**config.mk**
```make
export PLATFORM = sky130hd
export DESIGN_NAME = button_conditioner
export DESIGN_NICKNAME = d
export VERILOG_FILES = /design/src/rtl/button_conditioner.sv
export SDC_FILE = /design/constraint.sdc
export NUM_CORES = 1
export LEC_CHECK = 0
export CORE_MARGIN = 8
export CORE_UTILIZATION = 58
export DETAILED_ROUTE_END_ITERATION = 8
export HOLD_SLACK_MARGIN = 0.06
export PLACE_DENSITY = 0.87
export SYNTH_ARGS = -nofsm -noshare
export SYNTH_HDL_FRONTEND = slang
export SYNTH_SLANG_ARGS = --single-unit
```
**constraint.sdc**
```tcl
create_clock -name Clk -period 2.2 [get_ports Clk]
set_input_delay 0.22 -clock Clk [delete_from_list [all_inputs] [get_ports Clk]]
set_output_delay 0.22 -clock Clk [all_outputs]
set_load 0.03 [all_outputs]
```
**src/rtl/button_conditioner.sv**
```systemverilog
// -----------------------------------------------------------------------------
// button_conditioner
//
// Input conditioning for the DE2-115 multiplier front panel. Raw active-low
// push-buttons and slider switches are brought into the Clk domain and cleaned
// up before they reach the multiplier datapath/control:
//   - every button and switch bit goes through a 2-flop synchronizer;
//   - each button is debounced independently; a level change is accepted only
//     after DEBOUNCE_CYCLES consecutive synchronized cycles that disagree with
//     the current debounced level;
//   - Press pulses for one cycle when a debounced press is accepted (this is
//     what drives Run and ClearA_LoadB); releases never pulse.
// The board Reset button is not conditioned here; it is this block's reset.
//
// Optional feature (compile-time macro BUTTON_CONDITIONER_AUTO_REPEAT_EN):
//   while a button stays held, extra Press pulses are issued REPEAT_DELAY
//   cycles after the initial press and then every REPEAT_CYCLES cycles.
//   Without the macro the repeat logic is not built and REPEAT_* are unused
//   apart from the elaboration sanity check.
//
// Ports
//   Clk     in   1         system clock (50 MHz on the board)
//   Reset   in   1         asynchronous, active-low reset
//   Btn_n   in   N_BTN     raw push-buttons, active-low, asynchronous to Clk
//   S_raw   in   SW_WIDTH  raw slider switches, asynchronous to Clk
//   Press   out  N_BTN     one-cycle pulse per accepted press (active-high)
//   Held    out  N_BTN     debounced pressed level (active-high)
//   S_sync  out  SW_WIDTH  2-flop-synchronized switches (no debounce)
// -----------------------------------------------------------------------------
module button_conditioner #(
    parameter int N_BTN           = 3,
    parameter int SW_WIDTH        = 8,
    parameter int DEBOUNCE_CYCLES = 500000,
    parameter int REPEAT_DELAY    = 25000000,
    parameter int REPEAT_CYCLES   = 5000000
) (
    input  logic                Clk,
    input  logic                Reset,
    input  logic [N_BTN-1:0]    Btn_n,
    input  logic [SW_WIDTH-1:0] S_raw,
    output logic [N_BTN-1:0]    Press,
    output logic [N_BTN-1:0]    Held,
    output logic [SW_WIDTH-1:0] S_sync
);

    localparam int              CNT_W    = $clog2(DEBOUNCE_CYCLES);
    localparam logic [CNT_W-1:0] CNT_LAST = CNT_W'(DEBOUNCE_CYCLES - 1);

    // The debounce counter cannot hold a terminal value below 1, and the
    // repeat intervals must be at least one cycle long.
    if (DEBOUNCE_CYCLES < 2) begin : g_bad_debounce
        $error("button_conditioner: DEBOUNCE_CYCLES must be >= 2");
    end
    if (REPEAT_DELAY < 1 || REPEAT_CYCLES < 1) begin : g_bad_repeat
        $error("button_conditioner: REPEAT_DELAY and REPEAT_CYCLES must be >= 1");
    end

    // Synchronizers. Button flops reset to 1 (released), switch flops to 0.
    logic [N_BTN-1:0]    btn_s1_q, btn_s2_q;
    logic [SW_WIDTH-1:0] sw_s1_q,  sw_s2_q;

    always_ff @(posedge Clk or negedge Reset) begin
        if (!Reset) begin
            btn_s1_q <= '1;
            btn_s2_q <= '1;
            sw_s1_q  <= '0;
            sw_s2_q  <= '0;
        end else begin
            btn_s1_q <= Btn_n;
            btn_s2_q <= btn_s1_q;
            sw_s1_q  <= S_raw;
            sw_s2_q  <= sw_s1_q;
        end
    end

    // Debounce state.
    logic [N_BTN-1:0] held_q,  held_d;
    logic [N_BTN-1:0] press_q, press_d;
    logic [N_BTN-1:0] rise;
    logic [CNT_W-1:0] cnt_q [N_BTN];
    logic [CNT_W-1:0] cnt_d [N_BTN];

    // The counter only runs while the synchronized level disagrees with the
    // debounced level; any agreeing cycle (a bounce) drops it back to zero.
    // It is cleared on acceptance, so it never needs to wrap.
    always_comb begin
        held_d = held_q;
        for (int i = 0; i < N_BTN; i++) begin
            cnt_d[i] = '0;
            if (~btn_s2_q[i] != held_q[i]) begin
                if (cnt_q[i] == CNT_LAST) begin
                    held_d[i] = ~btn_s2_q[i];
                end else begin
                    cnt_d[i] = cnt_q[i] + CNT_W'(1);
                end
            end
        end
    end

    assign rise = held_d & ~held_q;

`ifdef BUTTON_CONDITIONER_AUTO_REPEAT_EN
    localparam int REP_MAX = (REPEAT_DELAY > REPEAT_CYCLES) ? REPEAT_DELAY : REPEAT_CYCLES;
    localparam int REP_W   = $clog2(REP_MAX + 1);
    localparam logic [REP_W-1:0] REP_LAST_DLY = REP_W'(REPEAT_DELAY - 1);
    localparam logic [REP_W-1:0] REP_LAST_CYC = REP_W'(REPEAT_CYCLES - 1);

    logic [REP_W-1:0] rep_cnt_q [N_BTN];
    logic [REP_W-1:0] rep_cnt_d [N_BTN];
    // rep_phase: 0 while waiting for the first repeat, 1 for periodic repeats.
    logic [N_BTN-1:0] rep_phase_q, rep_phase_d;
    logic [N_BTN-1:0] rep_fire;

    // Counting starts the cycle after the initial press. A release (held
    // falling this cycle) suppresses any repeat due in the same cycle.
    always_comb begin
        rep_phase_d = rep_phase_q;
        rep_fire    = '0;
        for (int i = 0; i < N_BTN; i++) begin
            rep_cnt_d[i] = '0;
            if (!held_q[i] || !held_d[i]) begin
                rep_phase_d[i] = 1'b0;
            end else if (rep_cnt_q[i] == (rep_phase_q[i] ? REP_LAST_CYC : REP_LAST_DLY)) begin
                rep_fire[i]    = 1'b1;
                rep_phase_d[i] = 1'b1;
            end else begin
                rep_cnt_d[i] = rep_cnt_q[i] + REP_W'(1);
            end
        end
    end

    always_ff @(posedge Clk or negedge Reset) begin
        if (!Reset) begin
            rep_phase_q <= '0;
            for (int i = 0; i < N_BTN; i++) begin
                rep_cnt_q[i] <= '0;
            end
        end else begin
            rep_phase_q <= rep_phase_d;
            for (int i = 0; i < N_BTN; i++) begin
                rep_cnt_q[i] <= rep_cnt_d[i];
            end
        end
    end

    assign press_d = rise | rep_fire;
`else
    assign press_d = rise;
`endif

    always_ff @(posedge Clk or negedge Reset) begin
        if (!Reset) begin
            held_q  <= '0;
            press_q <= '0;
            for (int i = 0; i < N_BTN; i++) begin
                cnt_q[i] <= '0;
            end
        end else begin
            held_q  <= held_d;
            press_q <= press_d;
            for (int i = 0; i < N_BTN; i++) begin
                cnt_q[i] <= cnt_d[i];
            end
        end
    end

    assign Press  = press_q;
    assign Held   = held_q;
    assign S_sync = sw_s2_q;

endmodule

```
==> run metrics <==
Mapped Cells 334; clk sinks 85; PortBufs 26; share of layout cells above drive strength 1 11.0%; area delta synth->final 17.3%; reg-to-reg critical path startpoint cnt_q[0]$_DFF_PN0_; Syn Area/Cell 10.9 um^2; Vias 2671; CP Capture Type register; vias per cell 5.83; setup slack, reg-to-reg 0.18 ns; antenna violations before repair 0; largest cells by area after synthesis dfrtp_1, xnor2_1, nor2_1; crit share post-route 91.9%; Post-synth EDFFs 0; Setup CP Type register to register; final wirelength 7390 um; outcome finished clean; drt drc 0; largest net degree at the start of global routing 44; Clk Latency, worst-skew pair 0.36 ns; nature of the critical path startpoint register; fraction of the yosys area taken by sequential cells 58.6%; Max VDD drop 587 uV; Rows 29; post-route ant nets 0; fill count 412; async set-reset flop share out of synthesis 100%; Rel. slew slack 57.4%; GRT Util Overall 17.8%; DPL Wire Length 4990 um; CP startpoint cnt_q[0]$_DFF_PN0_; highest-delay cell along the critical path or3_2; RSZ-0062 raised after global routing false; H-tree Lvls 3; Die X 95.2 um; count of state elements after synthesis 85; post-synthesis share of cell area spent on and, or, nand and nor gates 22.9%; first-pass GRT wire length 12500 um; Resized Gates After CTS 0; Synth Area in Compound Gates 4.68%; Ys Warns 0; crit path to cnt_q[18]$_DFF_PN0_; Post-CTS Setup Inserts 0; dpl ws 0.232 ns; CTS Buf Count 9; multiplexer area fraction after synthesis 0.550%; Least-Margin Pin Slew 0.634 ns; vias in the first global route 2665; total grt overflow 0; Reg area 0.00213 mm^2; power density cells 672 mW/mm^2; Final Hold Fails 0; Final Util 68.8%; CTS clk-pin slew, worst paths 0.10 ns; crit path max fanout 4; predominant post-synthesis flop cell dfrtp_1; Netlist cell types 37; drt pass-1 iters 4; clock tree from TritonCTS yes; Final Setup Violations 0; top cell type's share of synthesized area 54.3%; boundary pin count 27; Max Fclk 494 MHz; syn_nets 350; Total Power 2.87 mW; footprint of the multi-input gates 0.00144 mm^2; die footprint 0.00907 mm^2; Post-Syn Area 0.00364 mm^2; r2r worst-path depth 5; Max Cap Viol 0; worst path cell trace ha_1 -> nand4_1 -> or3_2 -> or4_1 -> a21oi_1; max-slew violation count 0; setup tns final 0 ns; 1st-iter DRT viols 123; hold crit path type primary input to register; die span in y 95.2 um; largest family of logic cells by synthesized area simple AND/OR/NAND/NOR gates; Core ar. 0.00620 mm^2; Final WS setup 0.178 ns; clk buf depth 2; Routed wire per std cell 16.1 um; Initial Util 58.7%; cts hold-fix bufs 1; Final min period 2.02 ns; largest stage delay on the critical path 0.54 ns; Critical Path AT 2.30 ns; Clock Skew 0.0202 ns; Synth area leader dfrtp_1; RePlAce Congestion 0.844; Critical R2R Capture cnt_q[18]$_DFF_PN0_; diodes inserted 0; Pleak 1.69 nW; Critical Path RT 2.47 ns; Final nets 392; XOR/XNOR Fraction of Synth Area 10.3%; Synth Area in Adders 1.03%; CTS root buf clkbuf_8
-- worst max-delay path, delay by kind of cell, from the launching register on --
kind / cells / cell delay, ns
flip-flops: 1 / 0.41
AND/OR/NAND/NOR: 3 / 1.11
adder cells (fa/ha/maj): 1 / 0.24
AO/OA/AOI/OAI: 1 / 0.18
-- routing by layer --
| layer | track usage (%) | vias to the layer above | part of all wire [%] |
|---|---|---|---|
| met5 | 0 | - | 0 |
| met2 | 30.1 | 83 | 51 |
| met1 | 21.2 | 1310 | 42 |
| li1 | - | 1262 | - |
| met3 | 5.35 | 16 | 5.5 |
| met4 | 5.59 | 0 | 1.5 |
-- flip-flops by register name, indices dropped and copies added, names as in the netlist --
name / count
S_sync: 8
Held: 3
btn_s1_q: 3
btn_s2_q: 3
cnt_q: 57
Press: 3
sw_s1_q: 8
-- power by group --
group	total [mW]	switching, mW	internal, mW	leakage [nW]
clock network	1.10	0.640	0.461	0.106
registers	1.63	0.0273	1.60	1.12
logic	0.142	0.0851	0.0569	0.463
total	2.87	0.753	2.12	1.69
-- cells by family (layout without fill, tap and decap cells) --
kind of cell / after synthesis / after routing
fa+ha+maj: 3 / 3
mux: 2 / 2
simple gates: 157 / 157
xor+xnor: 43 / 43
buf+inv: 17 / 64
compound gates: 27 / 27
flops: 85 / 85
-- placed cells by master (no fill, tap or decap), drive strengths merged, types with 3 or more instances in the layout --
master         Yosys  routed
clkbuf             4       9
xnor2             34      34
o21ai              8       8
nor3              11      11
nor2              47      47
ha                 3       3
nor4              13      13
nand2             19      19
or3                9       9
a21oi             11      11
and4               3       3
o31ai              6       6
dfrtp             79      79
or4                8       8
nand4             15      15
inv               12      17
dfstp              6       6
nand3             17      17
clkdlybuf4s50      0      25
xor2               9       9
and2               3       3
nor4b              3       3
buf                1      10
-- how the worst min path moves through the flow --
stage / slack, ns / startpoint / to / cells after the start
after floorplan: -0.08 / Reset / Held[0]$_DFF_PN0_ / 0
after global placement: 0.24 / Reset / cnt_q[15]$_DFF_PN0_ / 1
after detailed placement: 0.24 / Reset / cnt_q[15]$_DFF_PN0_ / 1
after CTS: 0.24 / Btn_n[2] / btn_s1_q[2]$_DFF_PN1_ / 1
after global routing: 0.25 / Btn_n[1] / btn_s1_q[1]$_DFF_PN1_ / 1
final: 0.25 / Btn_n[2] / btn_s1_q[2]$_DFF_PN1_ / 1
-- cell usage after synthesis, types with 6 or more instances --
| cell | n |
|---|---|
| dfrtp_1 | 79 |
| nor2_1 | 47 |
| xnor2_1 | 34 |
| nand2_1 | 19 |
| nand3_1 | 16 |
| nand4_1 | 14 |
| nor4_1 | 13 |
| inv_1 | 12 |
| a21oi_1 | 11 |
| nor3_1 | 11 |
| xor2_1 | 9 |
| or4_1 | 8 |
| o21ai_0 | 7 |
| or3_1 | 7 |
| dfstp_2 | 6 |
-- through the flow --
step | hold WS (ns) | std cells | area [um^2]
global route | 0.247 | 458 | 4270
finish | 0.254 | 458 | 4270
detailed placement | 0.242 | 441 | 4050
floorplan | -0.0756 | 334 | 3640
global placement | 0.236 | 441 | 4050
CTS | 0.241 | 458 | 4270
-- area by class of cell --
| class | instances | share of cell area, % |
|---|---|---|
| multi-input combinational | 232 | 33.7 |
| timing repair buffer | 36 | 8.15 |
| tap | 77 | 2.26 |
| clock buffer | 9 | 2.90 |
| sequential | 85 | 50.0 |
| inverter | 12 | 1.05 |
| clock inverter | 7 | 1.96 |
Note: power is estimated with default switching activity, not from simulation.
